==> config.mk <==
export PLATFORM = sky130hd
export DESIGN_NAME = washing_machine_ctrl_param
export DESIGN_NICKNAME = d
export VERILOG_FILES = /design/src/rtl/wm_pkg.sv /design/src/rtl/wm_sec_prescaler.sv /design/src/rtl/washing_machine_ctrl_param.sv
export SDC_FILE = /design/constraint.sdc
export NUM_CORES = 1
export LEC_CHECK = 0
export ABC_AREA = 1
export CAP_MARGIN = 20
export CELL_PAD_IN_SITES_DETAIL_PLACEMENT = 1
export CELL_PAD_IN_SITES_GLOBAL_PLACEMENT = 1
export CORE_MARGIN = 2
export CORE_UTILIZATION = 40
export DETAILED_ROUTE_END_ITERATION = 12
export PLACE_DENSITY = 0.73
export SLEW_MARGIN = 10
export SYNTH_ARGS = -nofsm -noshare
export SYNTH_HDL_FRONTEND = slang
export SYNTH_SLANG_ARGS = --single-unit
==> constraint.sdc <==
create_clock -name clk -period 2.21 [get_ports clk]
set_clock_uncertainty 0.15 [all_clocks]
set_input_delay 0.221 -clock clk [delete_from_list [all_inputs] [get_ports clk]]
set_output_delay 0.221 -clock clk [all_outputs]
set_load 0.005 [all_outputs]
==> src/rtl/wm_pkg.sv <==
// Shared state/clock-rate encodings and default phase durations.
// Optional build macro: WASHING_MACHINE_PAUSE_ANY_EN (see top module).
package wm_pkg;

    typedef enum logic [2:0] {
        ST_IDLE  = 3'd0,
        ST_FILL  = 3'd1,
        ST_WASH  = 3'd2,
        ST_RINSE = 3'd3,
        ST_SPIN  = 3'd4,
        ST_DONE  = 3'd5
    } wm_state_e;

    localparam logic [1:0] FREQ_1X = 2'b00;
    localparam logic [1:0] FREQ_2X = 2'b01;
    localparam logic [1:0] FREQ_4X = 2'b10;
    localparam logic [1:0] FREQ_8X = 2'b11;

    localparam int DEF_CLK_BASE_HZ = 1000000;
    localparam int DEF_FILL_S      = 120;
    localparam int DEF_WASH_S      = 300;
    localparam int DEF_RINSE_S     = 120;
    localparam int DEF_SPIN_S      = 60;
    localparam int DEF_MAX_WASHES  = 4;

    function automatic int max_phase_s(input int a, input int b,
                                       input int c, input int d);
        int m;
        m = a;
        if (b > m) m = b;
        if (c > m) m = c;
        if (d > m) m = d;
        return m;
    endfunction

endpackage

==> src/rtl/wm_sec_prescaler.sv <==
// One-second tick generator scaled by the runtime clock-rate select.
// A rate change restarts the count; hold freezes it.
module wm_sec_prescaler
    import wm_pkg::*;
#(
    parameter int CLK_BASE_HZ = DEF_CLK_BASE_HZ
) (
    input  logic       clk,
    input  logic       rst,
    input  logic [1:0] clk_freq,
    input  logic       hold,
    output logic       sec_tick
);

    localparam int CNT_W = $clog2(CLK_BASE_HZ * 8);

    logic [CNT_W-1:0] cnt_q, cnt_d, limit;
    logic [1:0]       freq_q, freq_d;

    always_comb begin
        case (clk_freq)
            FREQ_1X: limit = CNT_W'(CLK_BASE_HZ - 1);
            FREQ_2X: limit = CNT_W'(CLK_BASE_HZ * 2 - 1);
            FREQ_4X: limit = CNT_W'(CLK_BASE_HZ * 4 - 1);
            FREQ_8X: limit = CNT_W'(CLK_BASE_HZ * 8 - 1);
            default: limit = CNT_W'(CLK_BASE_HZ - 1);
        endcase
        freq_d   = clk_freq;
        sec_tick = !hold && (clk_freq == freq_q) && (cnt_q == limit);
        cnt_d    = cnt_q;
        if (clk_freq != freq_q)
            cnt_d = '0;
        else if (!hold)
            cnt_d = sec_tick ? '0 : cnt_q + CNT_W'(1);
    end

    always_ff @(posedge clk) begin
        if (rst) begin
            cnt_q  <= '0;
            freq_q <= freq_d;
        end else begin
            cnt_q  <= cnt_d;
            freq_q <= freq_d;
        end
    end

endmodule

==> src/rtl/washing_machine_ctrl_param.sv <==
// Coin-started FILL/WASH/RINSE(xN)/SPIN/DONE controller with real-second timing.
// Define WASHING_MACHINE_PAUSE_ANY_EN to honour timer_pause in every busy phase.
module washing_machine_ctrl_param
    import wm_pkg::*;
#(
    parameter int CLK_BASE_HZ = DEF_CLK_BASE_HZ,
    parameter int FILL_S      = DEF_FILL_S,
    parameter int WASH_S      = DEF_WASH_S,
    parameter int RINSE_S     = DEF_RINSE_S,
    parameter int SPIN_S      = DEF_SPIN_S,
    parameter int MAX_WASHES  = DEF_MAX_WASHES,
    parameter int WC_W        = 3
) (
    input  logic            clk,
    input  logic            rst,
    input  logic [1:0]      clk_freq,
    input  logic            coin_in,
    input  logic [WC_W-1:0] wash_count,
    input  logic            timer_pause,
    output logic            wash_done,
    output logic [2:0]      phase,
    output logic            busy,
    output logic [WC_W-1:0] washes_left
);

    localparam int MAX_S = max_phase_s(FILL_S, WASH_S, RINSE_S, SPIN_S);
    localparam int SEC_W = (MAX_S > 1) ? $clog2(MAX_S) : 1;

    wm_state_e        state_q, state_d;
    logic [SEC_W-1:0] sec_q, sec_d, phase_last;
    logic [WC_W-1:0]  left_q, left_d;
    logic             coin_q, coin_d;
    logic             done_q, done_d;
    logic             busy_q, busy_d;
    logic             start, hold, sec_tick;

    assign coin_d = coin_in;
    assign start  = coin_in && !coin_q &&
                    (state_q == ST_IDLE || state_q == ST_DONE);

`ifdef WASHING_MACHINE_PAUSE_ANY_EN
    assign hold = timer_pause && (state_q inside {ST_FILL, ST_WASH,
                                                  ST_RINSE, ST_SPIN});
`else
    assign hold = timer_pause && (state_q == ST_SPIN);
`endif

    // Restarting on the accepted coin aligns the first second to FILL entry.
    wm_sec_prescaler #(
        .CLK_BASE_HZ(CLK_BASE_HZ)
    ) u_presc (
        .clk      (clk),
        .rst      (rst || start),
        .clk_freq (clk_freq),
        .hold     (hold),
        .sec_tick (sec_tick)
    );

    always_comb begin
        case (state_q)
            ST_FILL:  phase_last = SEC_W'(FILL_S - 1);
            ST_WASH:  phase_last = SEC_W'(WASH_S - 1);
            ST_RINSE: phase_last = SEC_W'(RINSE_S - 1);
            ST_SPIN:  phase_last = SEC_W'(SPIN_S - 1);
            default:  phase_last = '0;
        endcase
    end

    always_comb begin
        state_d = state_q;
        sec_d   = sec_q;
        left_d  = left_q;
        if (start) begin
            state_d = ST_FILL;
            sec_d   = '0;
            if (wash_count == '0)
                left_d = WC_W'(1);
            else if (wash_count > WC_W'(MAX_WASHES))
                left_d = WC_W'(MAX_WASHES);
            else
                left_d = wash_count;
        end else if (sec_tick && state_q inside {ST_FILL, ST_WASH,
                                                 ST_RINSE, ST_SPIN}) begin
            if (sec_q != phase_last) begin
                sec_d = sec_q + SEC_W'(1);
            end else begin
                sec_d = '0;
                case (state_q)
                    ST_FILL: state_d = ST_WASH;
                    ST_WASH: state_d = ST_RINSE;
                    ST_RINSE: begin
                        if (left_q > WC_W'(1)) begin
                            left_d  = left_q - WC_W'(1);
                            state_d = ST_WASH;
                        end else begin
                            state_d = ST_SPIN;
                        end
                    end
                    default: begin
                        state_d = ST_DONE;
                        left_d  = '0;
                    end
                endcase
            end
        end
        done_d = (state_d == ST_DONE);
        busy_d = state_d inside {ST_FILL, ST_WASH, ST_RINSE, ST_SPIN};
    end

    always_ff @(posedge clk) begin
        if (rst) begin
            state_q <= ST_IDLE;
            sec_q   <= '0;
            left_q  <= '0;
            coin_q  <= 1'b0;
            done_q  <= 1'b0;
            busy_q  <= 1'b0;
        end else begin
            state_q <= state_d;
            sec_q   <= sec_d;
            left_q  <= left_d;
            coin_q  <= coin_d;
            done_q  <= done_d;
            busy_q  <= busy_d;
        end
    end

    assign phase       = state_q;
    assign wash_done   = done_q;
    assign busy        = busy_q;
    assign washes_left = left_q;

endmodule

==> summary.txt, run 1 <==
Run
  • Max-cap check violation count: 0

Setup path
  • Most Frequent Cell on Critical Path: nand2_1
  • Slowest CP cell: dfxtp_2
  • Critical Path Max Stage Delay: 0.37 ns
  • Crit start category: flop
  • Cell breakdown of the critical path: buf_4 > nand4_4 > nand3_1 > nor3_4 > nand2_1 > nor2_2 > nand2_1 > nor2_1 > nand2_1 > o21ai_1 > a21oi_1
  • Crit path max-delay family: simple AND/OR/NAND/NOR gates
  • CP endpoint kind: flop
  • Worst path arrival time: 2.06 ns
  • Worst EP required: 2.25 ns
  • Buf/Inv on CP: 1
  • Crit-path max FO: 6
  • Crit Path Category: flop to flop

Place
  • DP HPWL: 6020 µm
  • Place WS: -0.382 ns
  • Cells after DPL: 515
  • Final GP Congestion: 0.911
  • IO buf count: 16

Synth
  • FF+latch count, synth: 43
  • Synth unique cells: 39
  • Yosys warnings: 0
  • Top-count cell post-synth: nand2_1
  • Seq/Total Area, Yosys: 0.323
  • Compound-Gate Fraction of Synth Area: 0.0872
  • Largest family of logic cells by synthesized area: simple AND/OR/NAND/NOR gates
  • Top FF cell, synth: dfxtp_1
  • Area contributors post-synth: dfxtp_1 32%, nand2_1 14%, nor2_1 8.6%
  • Cell count after synthesis: 401
  • Synth Area in XOR/XNOR: 0.0230
  • Mux contribution to synthesized area: 0.00375
  • EDFF count, synth: 0
  • Top post-synthesis cells by count: 101 x nand2_1, 61 x nor2_1, 52 x inv_1, 43 x dfxtp_1, 21 x nand3_1
  • Synth Area in Simple Gates: 0.445
  • Syn Area/Cell: 6.65 µm²
  • Post-synth top area share: 0.323
  • Synthesized area: 2670 µm²
  • Syn nets: 414
  • Adder-cell share of the synthesized area: 0.0188
  • Async SR Flop Fraction: 0
  • Post-synth top area cell: dfxtp_1

Route
  • Vias per inst: 5.14
  • 1st-iter DRT viols: 66
  • Remaining antenna violation count after routing: 0
  • WL final: 7580 µm
  • 1st-pass router iterations: 4
  • WL/cell: 14.4 µm
  • Vias: 2702
  • DRC Markers: 0

Clock network
  • Worst skew pair latency: 0.30 ns
  • Clock Tree Root: clkbuf_8
  • Clock slew at reported path FFs: 0.09 ns
  • TritonCTS clock tree: done
  • CTS Buffer Depth: 2
  • Clock tree sinks: 43
  • TritonCTS Buffers: 5
  • H-tree Lvls: 2
  • # hold bufs at CTS: 0

Power
  • Overall power: 1.76 mW
  • Net switching fraction of the power: 0.240
  • Power Density: 525 nW/µm²
  • Power share of the clock group: 0.421
  • Gate power share: 0.126
  • Max VDD drop: 0.338 mV
  • Switching power total: 422 µW
  • Sequential share of power: 0.453
  • Int Power: 1.33 mW
  • Leakage: 1.42 nW

Floorplan
  • Die area: 7340 µm²
  • Num rows: 29
  • Chip width: 85.7 µm
  • Initial Utilization: 0.418
  • Chip height: 85.7 µm
  • I/O Pins: 17
  • Core Box Area: 6390 µm²

STA
  • Hold WS: 0.0538 ns
  • Tmin final: 2.02 ns
  • Final Setup Violations: 0
  • Final WS setup: 0.190 ns
  • Pins Over Slew Limit: 0
  • Slew HR: 0.755
  • Fin. Hold Viols: 0
  • Setup TNS: 0 ns
  • F_max: 495 MHz
  • Worst Tran Pin Value: 0.358 ns
  • Period utilization: 0.914
  • RSZ-0062 raised after global routing: true

Global route
  • First-pass GRT wire length: 13000 µm
  • Initial antenna violation count: 0
  • Vias in the first global route: 2830
  • Grt total ovfl: 0
  • Gr usage total: 0.220
  • Largest net degree at the start of global routing: 15

Layout
  • Area Growth Syn to Fin: 25.3%
  • Nets: 461
  • Share of layout cells above drive strength 1: 0.198
  • N_diodes: 0
  • Non-Filler Instances: 526

Outcome
  • Run status: finished, final reports clean

Hold path
  • Hold Path Class: primary input to flop
[worst reg2reg max path, stage by stage, from the launching register on]
cell     delay (ns)
dfxtp_2        0.37
buf_4          0.16
nand4_4        0.11
nand3_1        0.17
nor3_4         0.20
nand2_1        0.10
nor2_2         0.13
nand2_1        0.11
nor2_1         0.15
nand2_1        0.09
o21ai_1        0.14
a21oi_1        0.05
[worst paths after layout]
kind,to,start,slack (ns),cells past startpoint
min,u_presc.freq_q[1]$_DFF_P_,clk_freq[1],0.05,2
max reg2reg,u_presc.cnt_q[15]$_SDFFE_PP0N_,phase[2]$_SDFF_PP0_,0.19,11
min reg2reg,sec_q[1]$_SDFFE_PP0N_,sec_q[1]$_SDFFE_PP0N_,0.36,2
max,u_presc.cnt_q[15]$_SDFFE_PP0N_,phase[2]$_SDFF_PP0_,0.19,11
[cells by family (layout without fill, tap and decap cells)]
logic type      count (synthesis)  in the layout
mux                             1              1
fa+ha+maj                       4              4
flops                          43             43
xor+xnor                        7              7
simple gates                  242            242
buf+inv                        64            112
compound gates                 40             40
[final cells by class]
class,instances,area [µm²]
Clock buffer,5,68.8
Clock inverter,3,67.6
Fill cell,829,3040
Inverter,61,241
Multi-Input combinational cell,294,1620
Sequential cell,43,866
Tap cell,77,96.3
Timing Repair Buffer,43,385
[through the flow]
stage                     cell area, µm²   util
after floorplan                     2670      -
after global placement              3090  0.483
after detailed placement            3090  0.483
after CTS                           3230  0.506
after global routing                3340  0.523
final                               3340  0.523
[placed cells by master (no fill, tap or decap), drive strengths merged]
cell type	synthesis	routed
nand3	27	27
o211a	1	1
clkdlybuf4s50	0	14
clkbuf	0	5
ha	4	4
dlymetal6s2s	0	2
a21oi	20	20
buf	3	27
nor3b	3	3
xor2	5	5
a211oi	3	3
xnor2	2	2
or2	2	2
a22oi	1	1
a2111oi	1	1
nand2	107	107
mux2i	1	1
nor3	14	14
o22ai	2	2
o21bai	2	2
o31ai	1	1
nor4	5	5
nor2	70	70
o21ai	9	9
bufinv	0	2
dfxtp	43	43
nand4	11	11
clkinvlp	0	1
nand3b	3	3
inv	61	61
[flip-flops by register name, summed over array words and instances (netlist names)]
register and count:
coin_q 1, phase 3, busy 1, u_presc.cnt_q 23
wash_done 1, sec_q 9, washes_left 3, u_presc.freq_q 2
[routing by layer]
metal  GRT usage  routed length (µm)
met1       0.250                3180
met2       0.425                4170
met3      0.0308                 160
met4      0.0606                  73
met5           0                   0
[what timing repair did]
action	4_1_cts	5_1_grt
pin swaps	0	11
resized for setup	2	27
buffers inserted	0	2
cloned	0	1
endpoints found under the setup margin	11	17
[power groups by stage]
| stage | Combinational, mW | Clock [mW] | Sequential [mW] |
|---|---|---|---|
| CTS | 0.207 | 0.756 | 0.795 |
| finish | 0.221 | 0.740 | 0.795 |
| global route | 0.249 | 0.786 | 0.797 |
| global placement | 0.201 | 0 | 0.813 |
| floorplan | 0.120 | 0 | 0.815 |
| detailed placement | 0.206 | 0 | 0.813 |
(Power assumes the default switching activity.)
==> inputs of run 2 (changes only) <==
--- a/config.mk
+++ b/config.mk
@@ -10,9 +10,9 @@
 export CELL_PAD_IN_SITES_DETAIL_PLACEMENT = 1
 export CELL_PAD_IN_SITES_GLOBAL_PLACEMENT = 1
 export CORE_MARGIN = 2
-export CORE_UTILIZATION = 40
+export CORE_UTILIZATION = 42
 export DETAILED_ROUTE_END_ITERATION = 12
-export PLACE_DENSITY = 0.73
+export PLACE_DENSITY = 0.76
 export SLEW_MARGIN = 10
 export SYNTH_ARGS = -nofsm -noshare
 export SYNTH_HDL_FRONTEND = slang
==> run 2 against run 1 <==
  * Flip-flop and latch count unchanged
  * Count of clock-buffer cells in the layout up 1
  * Global-route usage rose by 0.11 points
  * Register-to-register slack worse by 0.04 ns
  * Worst hold slack better by 0.020 ns
==> summary.txt, run 2 (synthesized netlist as in run 1, its figures left out) <==
Setup path
  • Cell depth of the worst setup path: 15
  • Cell depth of the worst flop-to-flop path: 15
  • CP endpoint kind: flop
  • R2R Path End: sec_q[5]$_SDFFE_PP0N_
  • Slowest CP cell: dfxtp_1
  • Reg-to-reg startpoint: u_presc.cnt_q[18]$_SDFFE_PP0N_
  • Worst path arrival time: 2.12 ns
  • Crit start category: flop
  • Cell breakdown of the critical path: inv_1 > nor2_1 > nand2_1 > o21ai_2 > nand2_1 > nor2_2 > nand3_4 > nor2_8 > nand2_8 > inv_4 > nand3_2 > nor2_2 > nand2_1 > nand2_1 > nor2_1
  • R2R setup slack: 0.15 ns
  • Crit Path Category: flop to flop
  • Crit path max-delay family: simple AND/OR/NAND/NOR gates
  • Buf/Inv on CP: 2
  • Worst EP required: 2.27 ns
  • Crit-path max FO: 7
  • Critical Path Max Stage Delay: 0.37 ns
  • Most Frequent Cell on Critical Path: nand2_1
  • Worst Setup SP: u_presc.cnt_q[18]$_SDFFE_PP0N_

Run
  • Max-cap check violation count: 0

STA
  • Final WS setup: 0.146 ns
  • Final Setup Violations: 0
  • Tmin final: 2.06 ns
  • Fin. Hold Viols: 0
  • Period utilization: 0.934
  • F_max: 484 MHz
  • Slew HR: 0.745
  • Worst Tran Pin Value: 0.379 ns
  • Pins Over Slew Limit: 0
  • Setup TNS: 0 ns

Route
  • Remaining antenna violation count after routing: 0
  • 1st-iter DRT viols: 43
  • WL/cell: 14.1 µm
  • Vias: 2661
  • WL final: 7440 µm
  • Vias per inst: 5.05
  • 1st-pass router iterations: 4
  • DRC Markers: 0

Place
  • Final GP Congestion: 0.914
  • Place WS: -0.315 ns
  • IO buf count: 16
  • DP HPWL: 5900 µm

Floorplan
  • Core Box Area: 6240 µm²
  • Die area: 7000 µm²
  • Chip height: 83.7 µm
  • Chip width: 83.7 µm
  • I/O Pins: 17
  • Initial Utilization: 0.427
  • Num rows: 29

Clock network
  • Clock Tree Root: clkbuf_8
  • Worst skew pair latency: 0.31 ns
  • CTS Buffer Depth: 2
  • Clock slew at reported path FFs: 0.09 ns
  • TritonCTS clock tree: done
  • H-tree Lvls: 2
  • # hold bufs at CTS: 0
  • TritonCTS Buffers: 5
  • Clock tree sinks: 43

Global route
  • Largest net degree at the start of global routing: 14
  • First-pass GRT wire length: 12500 µm
  • Gr usage total: 0.222
  • Grt total ovfl: 0
  • Initial antenna violation count: 0
  • Vias in the first global route: 2761

Power
  • Max VDD drop: 0.239 mV
  • Leakage: 1.40 nW
  • Power Density: 507 nW/µm²
  • Overall power: 1.66 mW

Layout
  • Largest Register: u_presc.cnt_q
  • Top flop regs: u_presc.cnt_q (23), sec_q (9)
  • Commonest non-fill, non-tap cell in the layout: nand2_1
  • Most frequent cells in the layout: 101 x nand2_1, 56 x nor2_1, 52 x inv_1
  • Max FFs per register: 23
  • N_diodes: 0
  • Post-layout util: 0.526
  • Area Growth Syn to Fin: 23.0%
  • Share of layout cells above drive strength 1: 0.189
  • Nets: 462

Outcome
  • Run status: finished, final reports clean

Hold path
  • Worst Hold Depth: 2
  • Min-delay src: clk_freq[1]
  • Hold Path Class: primary input to flop
  • Sink of the worst hold path: u_presc.freq_q[1]$_DFF_P_
[run 2: per-stage QoR]
| step | hold slack (ns) | cells | area, µm² |
|---|---|---|---|
| finish | 0.0741 | 527 | 3280 |
| global route | 0.109 | 527 | 3280 |
| CTS | 0.356 | 523 | 3210 |
| detailed placement | 0.345 | 515 | 3090 |
| global placement | 0.328 | 515 | 3090 |
| floorplan | 0.0987 | 401 | 2670 |
[run 2: cell type report]
| cell class | instances | area, µm² |
|---|---|---|
| sequential | 43 | 867 |
| clock inverter | 2 | 35.0 |
| tap | 77 | 96.3 |
| timing repair buffer | 44 | 390 |
| inverter | 61 | 239 |
| clock buffer | 6 | 82.6 |
| multi-input combinational | 294 | 1570 |
| fill | 857 | 2960 |
[run 2: worst max-delay path by stage]
stage / to
after detailed placement: busy$_SDFF_PP0_
after CTS: sec_q[5]$_SDFFE_PP0N_
after floorplan: sec_q[5]$_SDFFE_PP0N_
after global placement: sec_q[5]$_SDFFE_PP0N_
after global routing: busy$_SDFF_PP0_
final: sec_q[5]$_SDFFE_PP0N_
[run 2: power by group]
part           leakage, nW  switching (mW)  internal [mW]  total [mW]
Combinational        0.992           0.117         0.0910       0.208
Clock               0.0612           0.290          0.366       0.656
Sequential           0.350          0.0115          0.787       0.798
[run 2: repair_timing]
| item | 4_1_cts | 5_1_grt |
|---|---|---|
| gates resized for setup | 3 | 16 |
| pin swaps | 0 | 10 |
| setup buffers | 0 | 2 |
| cloned | 0 | 2 |
| setup endpoints to repair | 3 | 16 |
[run 2: routing by layer]
metal	share of wire	track usage
met4	0.022	0.0762
met2	0.52	0.417
met1	0.44	0.251
met5	0	0
met3	0.019	0.0356
==> inputs of run 3 (changes only) <==
--- a/config.mk
+++ b/config.mk
@@ -12,7 +12,7 @@
 export CORE_MARGIN = 2
 export CORE_UTILIZATION = 42
 export DETAILED_ROUTE_END_ITERATION = 12
-export PLACE_DENSITY = 0.76
+export PLACE_DENSITY_LB_ADDON = 0.1
 export SLEW_MARGIN = 10
 export SYNTH_ARGS = -nofsm -noshare
 export SYNTH_HDL_FRONTEND = slang
==> run 3 against run 2 <==
  * Critical path depth shrank 3
  * Sequential share of layout area rose by 0.073 points
  * Via count up 2.9%
  * Count of clock-buffer cells in the layout decreased by 1
  * Core utilization is 0.22 points lower
  * Critical path type unchanged
  * Largest cell class unchanged
==> summary.txt, run 3 (synthesized netlist as in run 1, its figures left out) <==
Layout
  • Area Growth Syn to Fin: 22.5%
  • FILL cells: 851
  • Share of layout cells above drive strength 1: 0.208
  • N_diodes: 0
  • Max FFs per register: 23
  • Largest Register: u_presc.cnt_q
  • Commonest non-fill, non-tap cell in the layout: nand2_1
  • Final instance area: 3270 µm²
  • Nets: 463
  • Top flop regs: u_presc.cnt_q (23), sec_q (9)
  • Most frequent cells in the layout: 99 x nand2_1, 52 x inv_1, 51 x nor2_1

Setup path
  • Crit-path max FO: 6
  • Worst path arrival time: 2.06 ns
  • Crit start category: flop
  • CP endpoint kind: flop
  • R2R Path End: u_presc.cnt_q[13]$_SDFFE_PP0N_
  • R2R setup slack: 0.22 ns
  • Cell depth of the worst flop-to-flop path: 12
  • Crit Path Category: flop to flop
  • Worst EP required: 2.28 ns
  • Reg-to-reg startpoint: u_presc.cnt_q[15]$_SDFFE_PP0N_

Route
  • DRC Markers: 0
  • WL/cell: 14.4 µm
  • Vias per inst: 5.18
  • 1st-pass router iterations: 4
  • 1st-iter DRT viols: 70
  • WL final: 7610 µm
  • Vias: 2737
  • Remaining antenna violation count after routing: 0

Global route
  • Largest net degree at the start of global routing: 15
  • GR Util met2: 0.411
  • Gr usage total: 0.227
  • Met3 Usage GRT: 0.0376
  • Grt met1 use: 0.268
  • Vias in the first global route: 2856
  • Grt total ovfl: 0
  • Initial antenna violation count: 0
  • Layer with the highest usage: met2
  • First-pass GRT wire length: 13000 µm

Hold path
  • Sink of the worst hold path: u_presc.freq_q[0]$_DFF_P_
  • Worst Hold Depth: 2
  • Hold Path Class: primary input to flop
  • Min-delay src: clk_freq[0]

Outcome
  • Run status: finished, final reports clean

Place
  • DP Area: 3090 µm²
  • DP HPWL: 6100 µm
  • Place WS: -0.309 ns
  • IO buf count: 16
  • Final GP Congestion: 0.939

Floorplan
  • Chip height: 83.7 µm
  • Chip width: 83.7 µm
  • Num rows: 29
  • Initial Utilization: 0.427
  • Core Box Area: 6240 µm²
  • Die area: 7000 µm²
  • I/O Pins: 17

Clock network
  • Clock Tree Root: clkbuf_8
  • Clock slew at reported path FFs: 0.08 ns
  • TritonCTS clock tree: done
  • H-tree Lvls: 2
  • Worst skew pair latency: 0.31 ns
  • Clock tree sinks: 43
  • # hold bufs at CTS: 0
  • TritonCTS Buffers: 5
  • CTS Buffer Depth: 2

STA
  • F_max: 502 MHz
  • Setup TNS: 0 ns
  • Pins Over Slew Limit: 0
  • RSZ-0062 raised after global routing: false
  • Fin. Hold Viols: 0
  • Slew HR: 0.768
  • Final WS setup: 0.219 ns
  • Period utilization: 0.901
  • Tmin final: 1.99 ns
  • Worst Tran Pin Value: 0.340 ns
  • Final Setup Violations: 0
  • Hold WS: 0.0928 ns

Run
  • Max-cap check violation count: 0

Power
  • Overall power: 1.53 mW
  • Leakage: 1.40 nW
  • Max VDD drop: 0.316 mV
  • Power Density: 469 nW/µm²
run 3: changes by cell type in the layout (fill, tap and decap cells not counted), sizes merged:
cell and change:
buf +1, bufinv -1, clkbuf -1, clkinvlp +2
run 3: timing repair:
item	in CTS	in global routing
endpoints found under the setup margin	0	17
gates resized for setup	0	25
buffers inserted	0	4
run 3: per-stage QoR:
step / util / instances
floorplan: - / 401
global placement: 0.495 / 515
detailed placement: 0.495 / 515
CTS: 0.509 / 523
global route: 0.523 / 528
finish: 0.523 / 528
run 3: how the worst max path moves through the flow:
| stage | slack [ns] | endpoint | cells after the start | start |
|---|---|---|---|---|
| finish | 0.22 | u_presc.cnt_q[13]$_SDFFE_PP0N_ | 12 | u_presc.cnt_q[15]$_SDFFE_PP0N_ |
| floorplan | 0.33 | sec_q[5]$_SDFFE_PP0N_ | 13 | phase[0]$_SDFF_PP0_ |
| CTS | 0.01 | sec_q[5]$_SDFFE_PP0N_ | 15 | clk_freq[0] |
| global route | 0.007 | busy$_SDFF_PP0_ | 14 | phase[0]$_SDFF_PP0_ |
| detailed placement | -0.31 | sec_q[5]$_SDFFE_PP0N_ | 15 | clk_freq[1] |
| global placement | -0.27 | sec_q[5]$_SDFFE_PP0N_ | 15 | clk_freq[1] |
run 3: layer usage:
metal  part of all wire  wire [µm]
met1               0.43       3280
met2               0.54       4090
met3              0.022        166
met4              0.010         77
met5                  0          0
run 3: layout make-up:
type / count / area (µm²) / share of cell area
multi-input combinational: 294 / 1580 / 0.483
sequential: 43 / 866 / 0.265
timing repair buffer: 45 / 400 / 0.123
inverter: 61 / 236 / 0.0724
tap: 77 / 96.3 / 0.0295
clock buffer: 5 / 68.8 / 0.0211
clock inverter: 3 / 20.0 / 0.00613
run 3: report_power, final:
group / internal (mW) / switching (mW) / total [mW] / leakage [nW]
logic: 0.0950 / 0.122 / 0.217 / 1.01
registers: 0.787 / 0.00947 / 0.797 / 0.350
clock network: 0.220 / 0.298 / 0.519 / 0.0402
total: 1.10 / 0.430 / 1.53 / 1.40
run 3: worst max-delay path, cell delays in order (launching register included):
cell and delay, ns:
dfxtp_1 0.48, inv_1 0.15, nand2_1 0.10, nand2_1 0.05
nand2_1 0.08, nor2_2 0.05, nand3_4 0.12, nor2_8 0.06
buf_4 0.13, nor2_2 0.12, inv_2 0.07, buf_4 0.16
a211oi_1 0.20
